$ cat config.mk
export PLATFORM = sky130hd
export DESIGN_NAME = alu_seq_flat
export DESIGN_NICKNAME = d
export VERILOG_FILES = /design/src/rtl/alu_seq_if.sv /design/src/rtl/alu_seq.sv /design/src/flat_wrapper.sv
export SDC_FILE = /design/constraint.sdc
export NUM_CORES = 1
export LEC_CHECK = 0
export BUFFER_PORTS_ARGS = -buffer_cell sky130_fd_sc_hd__buf_2
export CAP_MARGIN = 20
export CORE_UTILIZATION = 50
export DETAILED_ROUTE_END_ITERATION = 8
export GPL_TIMING_DRIVEN = 0
export PLACE_DENSITY = 0.74
export SLEW_MARGIN = 20
export SYNTH_ARGS = -nofsm -noshare
export SYNTH_HDL_FRONTEND = slang
export SYNTH_SLANG_ARGS = --single-unit
$ cat constraint.sdc
create_clock -name clk -period 5.4 [get_ports clk]
set_input_delay 0.54 -clock clk [delete_from_list [all_inputs] [get_ports clk]]
set_output_delay 0.54 -clock clk [all_outputs]
set_load 0.02 [all_outputs]
$ cat src/rtl/alu_seq_if.sv
`default_nettype none
// ============================================================================
//  Module      : alu_seq_if
//  Description : Start/done request and result bundle between the processor
//                control unit (master) and the registered ALU (slave).
//  Ports       : start, operation, operand1, operand2   (master -> slave)
//                busy, done, dout, Z, N, C, err         (slave -> master)
//  Revision    : 1.0 - initial release
// ============================================================================
interface alu_seq_if #(
  parameter int DWIDTH = 16
);
  logic              start;
  logic [3:0]        operation;
  logic [DWIDTH-1:0] operand1;
  logic [DWIDTH-1:0] operand2;
  logic              busy;
  logic              done;
  logic [DWIDTH-1:0] dout;
  logic              Z;
  logic              N;
  logic              C;
  logic              err;

  modport master (
    output start, operation, operand1, operand2,
    input  busy, done, dout, Z, N, C, err
  );

  modport slave (
    input  start, operation, operand1, operand2,
    output busy, done, dout, Z, N, C, err
  );
endinterface
`default_nettype wire

$ cat src/rtl/alu_seq.sv
`default_nettype none
// ============================================================================
//  Module      : alu_seq
//  Description : Registered ALU with start/done handshake. Single-cycle ops
//                finish one edge after accept; multiply runs an iterative
//                shift-add sequence of DWIDTH steps. Result and Z/N/C/err
//                flags are held in registers and change only on done cycles
//                or on reset.
//  Ports       : clk  - rising-edge clock
//                rst  - synchronous active-high reset
//                bus  - alu_seq_if.slave (start/operation/operands in,
//                       busy/done/dout/Z/N/C/err out)
//  Revision    : 1.0 - initial release
// ============================================================================
module alu_seq #(
  parameter int DWIDTH = 16,
  parameter int CWIDTH = $clog2(DWIDTH) + 1
) (
  input  wire logic clk,
  input  wire logic rst,
  alu_seq_if.slave  bus
);

  // --------------------------------------------------------------------------
  // Opcodes
  // --------------------------------------------------------------------------
  localparam logic [3:0] OP_PASS = 4'b0000;
  localparam logic [3:0] OP_ADD  = 4'b0001;
  localparam logic [3:0] OP_SUB  = 4'b0010;
  localparam logic [3:0] OP_SHL1 = 4'b0011;
  localparam logic [3:0] OP_SHL2 = 4'b0100;
  localparam logic [3:0] OP_SHR4 = 4'b0101;
  localparam logic [3:0] OP_INC  = 4'b0110;
  localparam logic [3:0] OP_AND  = 4'b0111;
  localparam logic [3:0] OP_OR   = 4'b1000;
  localparam logic [3:0] OP_XOR  = 4'b1001;
  localparam logic [3:0] OP_NOT  = 4'b1010;
  localparam logic [3:0] OP_SHLB = 4'b1011;
  localparam logic [3:0] OP_SHRB = 4'b1100;
  localparam logic [3:0] OP_MUL  = 4'b1101;

  // --------------------------------------------------------------------------
  // FSM encoding
  // --------------------------------------------------------------------------
  localparam logic [0:0] S_IDLE = 1'b0;
  localparam logic [0:0] S_MUL  = 1'b1;

  localparam logic [CWIDTH-1:0] LAST_STEP = CWIDTH'(DWIDTH - 1);

  logic [0:0] state_q;
  logic [0:0] state_d;

  // Result / flag registers
  logic [DWIDTH-1:0] dout_q;
  logic              z_q;
  logic              n_q;
  logic              c_q;
  logic              err_q;
  logic              done_q;

  // Multiply datapath: multiplicand shifts left, multiplier shifts right,
  // the double-width accumulator gathers partial products.
  logic [2*DWIDTH-1:0] mcand_q;
  logic [DWIDTH-1:0]   mplier_q;
  logic [2*DWIDTH-1:0] acc_q;
  logic [CWIDTH-1:0]   cnt_q;

  logic [2*DWIDTH-1:0] acc_d;
  logic [DWIDTH-1:0]   alu_res_d;
  logic                alu_c_d;
  logic                alu_err_d;

  logic                accept;
  logic                is_mul;
  logic                last_step;
  logic                busy_d;

  logic [DWIDTH:0]     sum_w;
  logic [DWIDTH:0]     inc_w;
  logic [CWIDTH-2:0]   shamt_w;

  // busy is the gate on accept: a start seen while a multiply runs is dropped.
  assign accept    = bus.start && (state_q == S_IDLE);
  assign is_mul    = (bus.operation == OP_MUL);
  assign last_step = (state_q == S_MUL) && (cnt_q == LAST_STEP);

  assign sum_w   = {1'b0, bus.operand1} + {1'b0, bus.operand2};
  assign inc_w   = {1'b0, bus.operand1} + {{DWIDTH{1'b0}}, 1'b1};
  assign shamt_w = bus.operand2[CWIDTH-2:0];

  // One shift-add step; on the final step this value is also the product.
  assign acc_d = acc_q + (mplier_q[0] ? mcand_q : {(2*DWIDTH){1'b0}});

  // --------------------------------------------------------------------------
  // Single-cycle operation result
  // --------------------------------------------------------------------------
  always_comb begin : p_alu
    alu_res_d = '0;
    alu_c_d   = 1'b0;
    alu_err_d = 1'b0;
    case (bus.operation)
      OP_PASS: alu_res_d = bus.operand1;
      OP_ADD: begin
        alu_res_d = sum_w[DWIDTH-1:0];
        alu_c_d   = sum_w[DWIDTH];
      end
      OP_SUB: begin
        alu_res_d = bus.operand1 - bus.operand2;
        alu_c_d   = (bus.operand1 < bus.operand2);
      end
      OP_SHL1: begin
        alu_res_d = bus.operand1 << 1;
        alu_c_d   = bus.operand1[DWIDTH-1];
      end
      OP_SHL2: begin
        alu_res_d = bus.operand1 << 2;
        alu_c_d   = bus.operand1[DWIDTH-2];
      end
      OP_SHR4: alu_res_d = bus.operand1 >> 4;
      OP_INC: begin
        alu_res_d = inc_w[DWIDTH-1:0];
        alu_c_d   = inc_w[DWIDTH];
      end
      OP_AND:  alu_res_d = bus.operand1 & bus.operand2;
      OP_OR:   alu_res_d = bus.operand1 | bus.operand2;
      OP_XOR:  alu_res_d = bus.operand1 ^ bus.operand2;
      OP_NOT:  alu_res_d = ~bus.operand1;
      OP_SHLB: alu_res_d = bus.operand1 << shamt_w;
      OP_SHRB: alu_res_d = bus.operand1 >> shamt_w;
      OP_MUL:  alu_res_d = '0;  // handled by the multi-cycle path
      default: alu_err_d = 1'b1;
    endcase
  end

  // --------------------------------------------------------------------------
  // FSM: state register
  // --------------------------------------------------------------------------
  always_ff @(posedge clk) begin : p_state
    if (rst) begin
      state_q <= S_IDLE;
    end else begin
      state_q <= state_d;
    end
  end

  // --------------------------------------------------------------------------
  // FSM: next state
  // --------------------------------------------------------------------------
  always_comb begin : p_next
    state_d = state_q;
    case (state_q)
      S_IDLE: if (accept && is_mul) state_d = S_MUL;
      S_MUL:  if (last_step)        state_d = S_IDLE;
      default:                      state_d = S_IDLE;
    endcase
  end

  // --------------------------------------------------------------------------
  // FSM: outputs
  // --------------------------------------------------------------------------
  always_comb begin : p_fsm_out
    busy_d = 1'b0;
    if (state_q == S_MUL) busy_d = 1'b1;
  end

  // --------------------------------------------------------------------------
  // Datapath and result registers
  // --------------------------------------------------------------------------
  always_ff @(posedge clk) begin : p_data
    if (rst) begin
      dout_q   <= '0;
      z_q      <= 1'b1;
      n_q      <= 1'b0;
      c_q      <= 1'b0;
      err_q    <= 1'b0;
      done_q   <= 1'b0;
      mcand_q  <= '0;
      mplier_q <= '0;
      acc_q    <= '0;
      cnt_q    <= '0;
    end else begin
      done_q <= 1'b0;

      if (accept && !is_mul) begin
        dout_q <= alu_res_d;
        z_q    <= (alu_res_d == '0);
        n_q    <= alu_res_d[DWIDTH-1];
        c_q    <= alu_c_d;
        err_q  <= alu_err_d;
        done_q <= 1'b1;
      end

      // Operands are captured here so later input changes cannot disturb
      // an in-flight multiply.
      if (accept && is_mul) begin
        mcand_q  <= {{DWIDTH{1'b0}}, bus.operand1};
        mplier_q <= bus.operand2;
        acc_q    <= '0;
        cnt_q    <= '0;
      end

      if (state_q == S_MUL) begin
        acc_q    <= acc_d;
        mcand_q  <= mcand_q << 1;
        mplier_q <= mplier_q >> 1;
        cnt_q    <= cnt_q + CWIDTH'(1);
        if (last_step) begin
          dout_q <= acc_d[DWIDTH-1:0];
          z_q    <= (acc_d[DWIDTH-1:0] == '0);
          n_q    <= acc_d[DWIDTH-1];
          c_q    <= |acc_d[2*DWIDTH-1:DWIDTH];
          err_q  <= 1'b0;
          done_q <= 1'b1;
        end
      end
    end
  end

  assign bus.busy = busy_d;
  assign bus.done = done_q;
  assign bus.dout = dout_q;
  assign bus.Z    = z_q;
  assign bus.N    = n_q;
  assign bus.C    = c_q;
  assign bus.err  = err_q;

endmodule
`default_nettype wire
$ cat src/flat_wrapper.sv
// flat-port wrapper written by rule: the top's interface ports become plain ports
module alu_seq_flat 
#(
  parameter int DWIDTH = 16,
  parameter int CWIDTH = $clog2(DWIDTH) + 1
)
  (clk, rst, bus_start, bus_operation, bus_operand1, bus_operand2, bus_busy, bus_done, bus_dout, bus_Z, bus_N, bus_C, bus_err);
  alu_seq_if #(.DWIDTH(DWIDTH)) bus_i ();
  input  wire logic clk;
  input  wire logic rst;
  input wire logic [$bits(bus_i.start)-1:0] bus_start;
  input wire logic [$bits(bus_i.operation)-1:0] bus_operation;
  input wire logic [$bits(bus_i.operand1)-1:0] bus_operand1;
  input wire logic [$bits(bus_i.operand2)-1:0] bus_operand2;
  output wire logic [$bits(bus_i.busy)-1:0] bus_busy;
  output wire logic [$bits(bus_i.done)-1:0] bus_done;
  output wire logic [$bits(bus_i.dout)-1:0] bus_dout;
  output wire logic [$bits(bus_i.Z)-1:0] bus_Z;
  output wire logic [$bits(bus_i.N)-1:0] bus_N;
  output wire logic [$bits(bus_i.C)-1:0] bus_C;
  output wire logic [$bits(bus_i.err)-1:0] bus_err;
  assign bus_i.start = bus_start;
  assign bus_i.operation = bus_operation;
  assign bus_i.operand1 = bus_operand1;
  assign bus_i.operand2 = bus_operand2;
  assign bus_busy = bus_i.busy;
  assign bus_done = bus_i.done;
  assign bus_dout = bus_i.dout;
  assign bus_Z = bus_i.Z;
  assign bus_N = bus_i.N;
  assign bus_C = bus_i.C;
  assign bus_err = bus_i.err;
  alu_seq #(.DWIDTH(DWIDTH), .CWIDTH(CWIDTH)) u_core (.clk(clk), .rst(rst), .bus(bus_i));
endmodule
# Word-level counts from Yosys, hierarchy flattened
# Cells that the tools add are included.
[classes] add_sub_neg=5 order_cmp=1 n_eq_ne=14 shifts=2 n_mux=34 n_bitwise=5 n_reduce_logical=12
[op_table] op="$pmux W16 S13" n=1
[op_table] op="$mux W32" n=5
[op_table] op="$mux W16" n=3
[op_table] op="$add A32 B32 Y32" n=1
[op_table] op="$logic_not A16 Y1" n=2
[op_table] op="$mux W15" n=2
[op_table] op="$eq A4 B4 Y1 const B" n=6
[op_table] op="$mux W1" n=19
[op_table] op="$add A16 B1 Y17 const B" n=1
[op_table] op="$add A16 B16 Y17" n=1
[op_table] op="$and A16 B16 Y16" n=1
[op_table] op="$eq A4 B3 Y1 const B" n=4
[op_table] op="$lt A16 B16 Y1" n=1
[op_table] op="$not A16 Y16" n=1
[op_table] op="$or A16 B16 Y16" n=1
[op_table] op="$reduce_or A16 Y1" n=1
[op_table] op="$shl A16 B4 Y16" n=1
[op_table] op="$shr A16 B4 Y16" n=1
[op_table] op="$sub A16 B16 Y16" n=1
[op_table] op="$xor A16 B16 Y16" n=1
[op_table] op="$reduce_or A14 Y1" n=1
[op_table] op="$mux W5" n=2
[op_table] op="$eq A4 B2 Y1 const B" n=2
[op_table] op="$add A5 B1 Y5 const B" n=1
[op_table] op="other kinds (10)" n=13
[word_totals] register_bits=107 in_bits=39 out_inout_bits=22 word_cells=86

# Logic depth before layout (Yosys ltp)
# Gate-level depths: netlist of the first run.
[depth] word_depth=6 mapped_depth=16

# Worst setup path after synthesis of the first run
# OpenSTA, ideal clock, no wires.
[synth_path] path_type="input -> register" from="input port bus_operand2[1]" to="register u_core.n_q (netlist: u_core.bus.N)" setup_time_ns=0.132 arrival_time_ns=3.879 required_time_ns=5.268 setup_slack_ns=1.389 cell_stages=14 path_buffers=2 cell_sequence="clkbuf_1 inv_1 buf_1 ha_1 a21o_1 a21oi_1 o21ai_0 and3_1 o21a_1 a21bo_2 a211o_1 a2111oi_0 a2bb2oi_1 a21oi_1"
[synth_via] elab_chain_len=5 elab_cells_between_ends=8
[synth_lines] element="from (decl)" line_no="flat_wrapper.sv:14" rtl="input wire logic [$bits(bus_i.operand2)-1:0] bus_operand2;"
[synth_lines] element="$sub A16 B16 Y16, or another cell as far along" line_no="alu_seq.sv:108" rtl="alu_res_d = bus.operand1 - bus.operand2;"
[synth_lines] element="$pmux W16 S13 *" line_no="alu_seq.sv:101" rtl="case (bus.operation)"
[synth_lines] element="$mux W1 *" line_no="alu_seq.sv:184" rtl="if (accept && !is_mul) begin"
[synth_lines] element="$mux W1" line_no="alu_seq.sv:207" rtl="if (last_step) begin"
[synth_lines] element="$mux W1 *" line_no="alu_seq.sv:202" rtl="if (state_q == S_MUL) begin"
[synth_lines] element="to (signal assigned)" line_no="alu_seq.sv:187" rtl="n_q <= alu_res_d[DWIDTH-1];"
[synth_lines] element="to (signal assigned)" line_no="alu_seq.sv:210" rtl="n_q <= acc_d[DWIDTH-1];"
[synth_lines] element="to (decl)" line_no="alu_seq.sv:56" rtl="logic n_q;"
# Every way passes the cells marked *; elsewhere a longest branch is shown, timed or not.
# A chain may end at the register's enable or synchronous reset.

# Worst setup path after layout of the first run
[layout_path] from="input port bus_operand2[1]" to="register u_core.dout_q[15] (netlist: u_core.bus.dout[15])"
[layout_via] elab_chain_len=5 elab_cells_between_ends=8
[layout_lines] element="$sub A16 B16 Y16, or another cell as far along" line_no="alu_seq.sv:108"
[layout_lines] element="$pmux W16 S13 *" line_no="alu_seq.sv:101"
[layout_lines] element="$mux W16 *" line_no="alu_seq.sv:184"
[layout_lines] element="$mux W16" line_no="alu_seq.sv:207"
[layout_lines] element="$mux W16 *" line_no="alu_seq.sv:202"
[layout_lines] element="to (signal assigned)" line_no="alu_seq.sv:185" rtl="dout_q <= alu_res_d;"
[layout_lines] element="to (signal assigned)" line_no="alu_seq.sv:208" rtl="dout_q <= acc_d[DWIDTH-1:0];"
[layout_lines] element="to (decl)" line_no="alu_seq.sv:54" rtl="logic [DWIDTH-1:0] dout_q;"
# Marked as above.

==> impl_metrics.sql, run 1 <==
INSERT INTO impl_metrics (metric_group, metric, value, unit) VALUES
('drt', 'num_vias', '12700', ''),
('timing', 'fmaxAchievable', '192', 'MHz'),
('yosys', 'synth_compound_area_share', '29.6', '%'),
('cells_and_area', 'nets', '1702', ''),
('setup_path', 'critPathKind', 'in2reg', ''),
('flow_run', 'cap_violations', '0', ''),
('cells_and_area', 'drive_above_1_share', '8.23', '%'),
('yosys', 'synthesized_area_fraction_occupied_by_xor_and_xnor_cells', '3.29', '%'),
('place', 'dpl.hpwl', '37600', 'um'),
('timing', 'measured_slew_at_the_worst_slew_check_pin', '1.23', 'ns'),
('clock_tree', 'cts.sink_count', '107', ''),
('yosys', 'syn_avg_cell_area', '7.24', 'um^2'),
('yosys', 'dominant_combinational_cell_family_by_area_after_synthesis', 'compound AO/OA/AOI/OAI gates', ''),
('setup_path', 'cpLargestDelayFamily', 'compound AO/OA/AOI/OAI gates', ''),
('yosys', 'synth.yosys.warnings', '0', ''),
('global_routing', 'grt_use_total', '42.8', '%'),
('timing', 'timing_max_transition_violations_final', '0', ''),
('setup_path', 'critical_path.n_buffers_inverters', '4', ''),
('die', 'fp.dieW', '150', 'um'),
('timing', 'timing.final.crit_share', '96.2', '%'),
('place', 'globalplace.congestion', '1.07', ''),
('setup_path', 'kind_of_start_point_of_the_critical_path', 'primary input', ''),
('place', 'post_dp_cell_area', '0.0115', 'mm^2'),
('drt', 'drt-vias-per-instance', '6.85', ''),
('setup_path', 'path_common_cell', 'sky130_fd_sc_hd__a21oi_1', ''),
('clock_tree', 'clkTransAtPathRegs', '0.07', 'ns'),
('pwr', 'cellPowerDensity', '182', 'mW/mm^2'),
('pwr', 'vdd.ir_drop.worst', '159', 'uV'),
('timing', 'final_number_of_setup_violating_endpoints', '0', ''),
('die', 'die-area', '0.0224', 'mm^2'),
('global_routing', 'grt_overflow_total', '0', ''),
('yosys', 'synth_enable_flop_cells', '0', ''),
('global_routing', 'grt_pass1_wl', '71200', 'um'),
('cells_and_area', 'syn2layout_area_growth', '8.50', '%'),
('yosys', 'synth.net_count', '1634', ''),
('setup_path', 'worst-endpoint-arrival', '5.40', 'ns'),
('drt', 'dr.first_iter.drc_count', '1618', ''),
('yosys', 'postSynth.asyncResetShare', '0', '%'),
('timing', 'setup_slack', '0.204', 'ns'),
('cells_and_area', 'finalInstanceArea', '0.0118', 'mm^2'),
('worst_hold_path', 'hold_path_startpoint', 'u_core.bus.dout[15]', ''),
('drt', 'wire_per_inst', '25.9', 'um'),
('die', 'initial_utilization', '51.4', '%'),
('die', 'placeableCoreArea', '0.0212', 'mm^2'),
('clock_tree', 'clkLatencyLatePin', '0.35', 'ns'),
('timing', 'fin_worst_skew', '0.00669', 'ns'),
('cells_and_area', 'fill_cells', '2147', ''),
('timing', 'report.final.hold_viol_count', '0', ''),
('timing', 'setup_total_negative_slack', '0', 'ns'),
('clock_tree', 'numCtsBuffers', '9', ''),
('yosys', 'arithmetic_cell_share_of_the_synthesized_area_counting_full_adders_half_adders_and_majority_gates', '10.4', '%'),
('setup_path', 'worstReg2RegStart', 'u_core.mplier_q[0]', ''),
('die', 'io-pin-count', '61', ''),
('timing', 'rsz0062_at_grt', 'no', ''),
('pwr', 'leakage', '4.93', 'nW'),
('setup_path', 'critPathMaxStageDelay', '0.89', 'ns'),
('place', 'placement.setup.worst_slack', '0.0378', 'ns'),
('run_status', 'status', 'completed', ''),
('global_routing', 'vias_in_the_first_global_route', '11400', ''),
('yosys', 'ys_ff_latch', '107', ''),
('yosys', 'post_synth_mux_area_share', '6.09', '%'),
('global_routing', 'grt_antenna_before_repair', '0', ''),
('global_routing', 'pin_count_of_the_biggest_net_entering_global_routing', '19', ''),
('clock_tree', 'post_cts_hold_buffer_count', '0', ''),
('timing', 'finalCriticalPeriod', '5.20', 'ns'),
('drt', 'route.antenna.remaining_nets', '0', ''),
('die', 'die_height', '150', 'um'),
('cells_and_area', 'layout.cells.most_common', 'sky130_fd_sc_hd__nor2_1', ''),
('pwr', 'post-layout-total-power', '2.15', 'mW'),
('clock_tree', 'htree_levels', '3', ''),
('yosys', 'synth_cell_type_count', '81', '');
==> synth_stat cells (37+ instances only) <==
cell / instances / area share [%]
sky130_fd_sc_hd__and2_1: 37 / 2.1
sky130_fd_sc_hd__o21ai_0: 67 / 3.1
sky130_fd_sc_hd__and3_1: 53 / 3.0
sky130_fd_sc_hd__a21oi_1: 166 / 7.6
sky130_fd_sc_hd__nor2_1: 168 / 5.8
sky130_fd_sc_hd__dfxtp_1: 107 / 20
sky130_fd_sc_hd__nor3_1: 38 / 1.7
sky130_fd_sc_hd__clkbuf_1: 96 / 3.3
sky130_fd_sc_hd__ha_1: 86 / 9.9
sky130_fd_sc_hd__inv_1: 51 / 1.8
sky130_fd_sc_hd__nand2_1: 127 / 4.4
sky130_fd_sc_hd__a22oi_1: 40 / 2.8
==> stage by stage <==
step,hold WS [ns],util (%),instances
after global placement,0.443,54.4,1838
after global routing,0.477,55.7,1854
after CTS,0.456,55.7,1854
after detailed placement,0.446,54.4,1838
after floorplan,0.445,-,1506
final,0.453,55.8,1855
==> power by group <==
group | leakage [nW] | internal [mW] | switching, mW
logic | 3.93 | 0.208 | 0.477
clock network | 0.137 | 0.332 | 0.317
registers | 0.866 | 0.805 | 0.0115
total | 4.93 | 1.35 | 0.805
==> state kept, by name, summed over array words and instances, names as in the netlist, 5 cells and up <==
| register | cells |
|---|---|
| u_core.bus.dout | 16 |
| u_core.acc_q | 32 |
| u_core.mcand_q | 32 |
| u_core.cnt_q | 5 |
| u_core.mplier_q | 16 |
==> layout make-up <==
type / count / area (um^2) / share of cell area (%)
clock buffers: 11 / 243 / 2.05
well taps: 275 / 344 / 2.91
flip-flops and latches: 107 / 2140 / 18.1
repair buffers: 57 / 285 / 2.41
inverters: 54 / 203 / 1.71
plain buffers: 123 / 488 / 4.12
multi-input cells: 1222 / 8080 / 68.3
diodes: 1 / 2.50 / 0.0211
clock inverters: 5 / 42.5 / 0.360
==> path summary, 6_finish.rpt <==
check | slack, ns | cells after the start | to
worst min-delay path | 0.45 | 2 | u_core.bus.dout[15]
worst max-delay path | 0.20 | 15 | u_core.bus.dout[15]
worst max register to register | 0.93 | 14 | u_core.bus.C
worst min register to register | 0.45 | 2 | u_core.bus.dout[15]
==> tightest hold or removal path, delay by kind of cell (launching register included) <==
| family | cells | cell delay [ns] |
|---|---|---|
| simple gates | 1 | 0.05 |
| flops | 1 | 0.31 |
| compound gates | 1 | 0.05 |
==> logic make-up (layout without fill, tap and decap cells) <==
group                    after synthesis  after routing
AND/OR/NAND/NOR                      556            556
other                                  0              1
flip-flops                           107            107
adder cells (fa/ha/maj)               89             89
AO/OA/AOI/OAI                        487            487
XOR/XNOR                              41             41
buffers and inverters                177            250
multiplexers                          49             49
==> layer usage <==
layer	vias to the layer above	share of wire [%]	global-route usage [%]
met5	-	0	0
met4	0	2.3	9.55
met3	118	14	13.5
met2	895	40	60.9
met1	6023	43	62.0
li1	5671	-	-
No activity file was read; power rests on OpenSTA's default activity.
==> run 2: changes to the inputs <==
--- a/config.mk
+++ b/config.mk
@@ -11,6 +11,7 @@
 export DETAILED_ROUTE_END_ITERATION = 8
 export GPL_TIMING_DRIVEN = 0
 export PLACE_DENSITY = 0.74
+export REMOVE_ABC_BUFFERS = 1
 export SLEW_MARGIN = 20
 export SYNTH_ARGS = -nofsm -noshare
 export SYNTH_HDL_FRONTEND = slang
==> impl_metrics.sql, run 2 (same netlist as run 1, synthesis figures left out) <==
INSERT INTO impl_metrics (metric_group, metric, value, unit) VALUES
('die', 'die_height', '150', 'um'),
('place', 'globalplace.congestion', '0.974', ''),
('die', 'die-area', '0.0224', 'mm^2'),
('cells_and_area', 'reg_top3', 'u_core.acc_q x32, u_core.mcand_q x32', ''),
('pwr', 'vdd.ir_drop.worst', '191', 'uV'),
('clock_tree', 'postCtsResizedCells', '0', ''),
('die', 'initial_utilization', '51.4', '%'),
('clock_tree', 'clock_tree.buffer_depth', '2', ''),
('timing', 'finalCriticalPeriod', '5.11', 'ns'),
('clock_tree', 'clkLatencyLatePin', '0.36', 'ns'),
('cells_and_area', 'post_route_core_utilization', '54.3', '%'),
('flow_run', 'cap_violations', '0', ''),
('drt', 'num_vias', '11700', ''),
('pwr', 'post-layout-total-power', '2.13', 'mW'),
('setup_path', 'setup.reg_to_reg.worst_slack', '0.87', 'ns'),
('setup_path', 'end_kind', 'register', ''),
('setup_path', 'path_common_cell', 'sky130_fd_sc_hd__a21oi_1', ''),
('die', 'placeableCoreArea', '0.0212', 'mm^2'),
('worst_hold_path', 'hold_path_startpoint', 'u_core.mcand_q[2]', ''),
('cells_and_area', 'nets', '1590', ''),
('cells_and_area', 'layout.cells.most_common_list', '167 x sky130_fd_sc_hd__nor2_1, 166 x sky130_fd_sc_hd__a21oi_1, 126 x sky130_fd_sc_hd__nand2_1', ''),
('setup_path', 'crit_fanout', '41', ''),
('clock_tree', 'cts.sink_count', '107', ''),
('cells_and_area', 'layout.cells.most_common', 'sky130_fd_sc_hd__nor2_1', ''),
('setup_path', 'timing.critical_path.cells', 'buf_2, clkinvlp_4, ha_1, inv_1, a21oi_1, o21ai_0, a21oi_1, o21a_1, nor4_1, a211o_1, a2111oi_0, a2bb2oi_1, a21oi_1', ''),
('global_routing', 'grt_pass1_wl', '60400', 'um'),
('clock_tree', 'tritoncts', 'built', ''),
('clock_tree', 'post_cts_hold_buffer_count', '0', ''),
('clock_tree', 'clkTransAtPathRegs', '0.08', 'ns'),
('global_routing', 'vias_in_the_first_global_route', '10800', ''),
('clock_tree', 'numCtsBuffers', '9', ''),
('setup_path', 'worstReg2RegEnd', 'u_core.bus.C', ''),
('die', 'row_count', '53', ''),
('timing', 'final_number_of_setup_violating_endpoints', '0', ''),
('setup_path', 'worst-endpoint-arrival', '5.35', 'ns'),
('place', 'post_dp_cell_area', '0.0112', 'mm^2'),
('global_routing', 'grt_overflow_total', '0', ''),
('worst_hold_path', 'hold_crit_endpoint', 'u_core.mcand_q[2]', ''),
('setup_path', 'critPathKind', 'in2reg', ''),
('drt', 'wire_per_inst', '22.0', 'um'),
('clock_tree', 'cts-root-buf', 'sky130_fd_sc_hd__clkbuf_16', ''),
('cells_and_area', 'finalInstanceArea', '0.0115', 'mm^2'),
('place', 'count_of_buffers_from_port_buffering', '60', ''),
('worst_hold_path', 'min-delay-path-class', 'reg2reg', ''),
('global_routing', 'pin_count_of_the_biggest_net_entering_global_routing', '66', ''),
('drt', 'drt-pass1-iter-count', '6', ''),
('drt', 'drcViolationCount', '0', ''),
('setup_path', 'worst-endpoint-required', '5.64', 'ns'),
('clock_tree', 'htree_levels', '3', ''),
('drt', 'wirelength_routed', '38300', 'um'),
('clock_tree', 'postCtsSetupRepairBufs', '0', ''),
('pwr', 'cellPowerDensity', '185', 'mW/mm^2'),
('timing', 'fin_worst_skew', '0.0167', 'ns'),
('cells_and_area', 'drive_above_1_share', '9.54', '%'),
('run_status', 'status', 'completed', ''),
('setup_path', 'critPathMaxStageDelay', '0.70', 'ns'),
('setup_path', 'reg2regPathDepth', '12', ''),
('global_routing', 'grt_antenna_before_repair', '0', ''),
('die', 'io-pin-count', '61', ''),
('drt', 'dr.first_iter.drc_count', '1405', ''),
('drt', 'drt-vias-per-instance', '6.72', ''),
('timing', 'report.final.hold_viol_count', '0', ''),
('global_routing', 'grt_use_total', '34.6', '%'),
('timing', 'timing_max_transition_violations_final', '0', ''),
('timing', 'measured_slew_at_the_worst_slew_check_pin', '1.12', 'ns'),
('cells_and_area', 'syn2layout_area_growth', '5.67', '%'),
('cells_and_area', 'n_antenna_cell', '0', ''),
('timing', 'fmaxAchievable', '196', 'MHz'),
('worst_hold_path', 'whs_path_depth', '2', ''),
('timing', 'maxSlewHeadroom', '24.6', '%'),
('timing', 'timing.final.crit_share', '94.7', '%'),
('die', 'fp.dieW', '150', 'um'),
('setup_path', 'worstReg2RegStart', 'u_core.mplier_q[0]', ''),
('timing', 'rsz0062_at_grt', 'no', ''),
('setup_path', 'critical-path-slowest-cell', 'sky130_fd_sc_hd__clkinvlp_4', ''),
('setup_path', 'kind_of_start_point_of_the_critical_path', 'primary input', ''),
('drt', 'route.antenna.remaining_nets', '0', ''),
('pwr', 'leakage', '4.83', 'nW'),
('place', 'dpl.hpwl', '27900', 'um');
-- run 2: cell types whose count changed in the layout (fill, tap and decap cells not counted), moves of 2 or more --
cell and change:
sky130_fd_sc_hd__clkbuf_1 -97, sky130_fd_sc_hd__buf_1 -16, sky130_fd_sc_hd__buf_2 -6, sky130_fd_sc_hd__buf_4 +6
sky130_fd_sc_hd__buf_12 +2, sky130_fd_sc_hd__buf_6 -2, sky130_fd_sc_hd__clkinvlp_4 +2, sky130_fd_sc_hd__inv_6 -2
-- run 2: routing by layer --
layer  global-route usage (%)  vias up  routed length [um]
met5                        0        -                   0
met4                     14.8        0                1470
met3                     5.91      111                3630
met2                     53.0      635               16900
met1                     47.6     5505               16400
li1                         -     5452                   -
-- run 2: stage by stage --
step / hold slack (ns) / setup TNS [ns] / setup slack, ns / cells
after floorplan: 0.439 / -0.527 / -0.0473 / 1383
after global placement: 0.457 / -226.17 / -3.67 / 1718
after detailed placement: 0.465 / -0.0840 / -0.0416 / 1726
after CTS: 0.475 / 0 / 0.328 / 1742
after global routing: 0.491 / 0 / 0.175 / 1742
final: 0.472 / 0 / 0.287 / 1742
-- run 2: worst max path at each step --
stage	from	endpoint	cells past startpoint
floorplan	u_core.state_q	u_core.acc_q[11]	6
global route	bus_operand2[2]	u_core.bus.Z	12
global placement	u_core.state_q	u_core.cnt_q[2]	6
CTS	bus_operand2[2]	u_core.bus.N	12
detailed placement	bus_operand2[2]	u_core.bus.N	12
finish	bus_operand2[2]	u_core.bus.dout[15]	13
-- run 2: power by group --
part           internal [mW]  switching [mW]
Clock                  0.377           0.328
Sequential             0.805          0.0130
Combinational          0.200           0.408
Total                   1.38           0.749
-- run 2: final cells by class --
type                       count  area, um^2
fill                        2138        9700
multi-input combinational   1222        8110
sequential                   107        2150
timing repair buffer          68         408
tap                          275         344
clock buffer                  10         239
inverter                      54         206
clock inverter                 6        70.1
-- run 2: worst max-delay path: cells and delay by family --
family	cells	cell delay, ns
buf+inv	3	1.43
fa+ha+maj	1	0.57
simple gates	1	0.07
compound gates	8	2.71
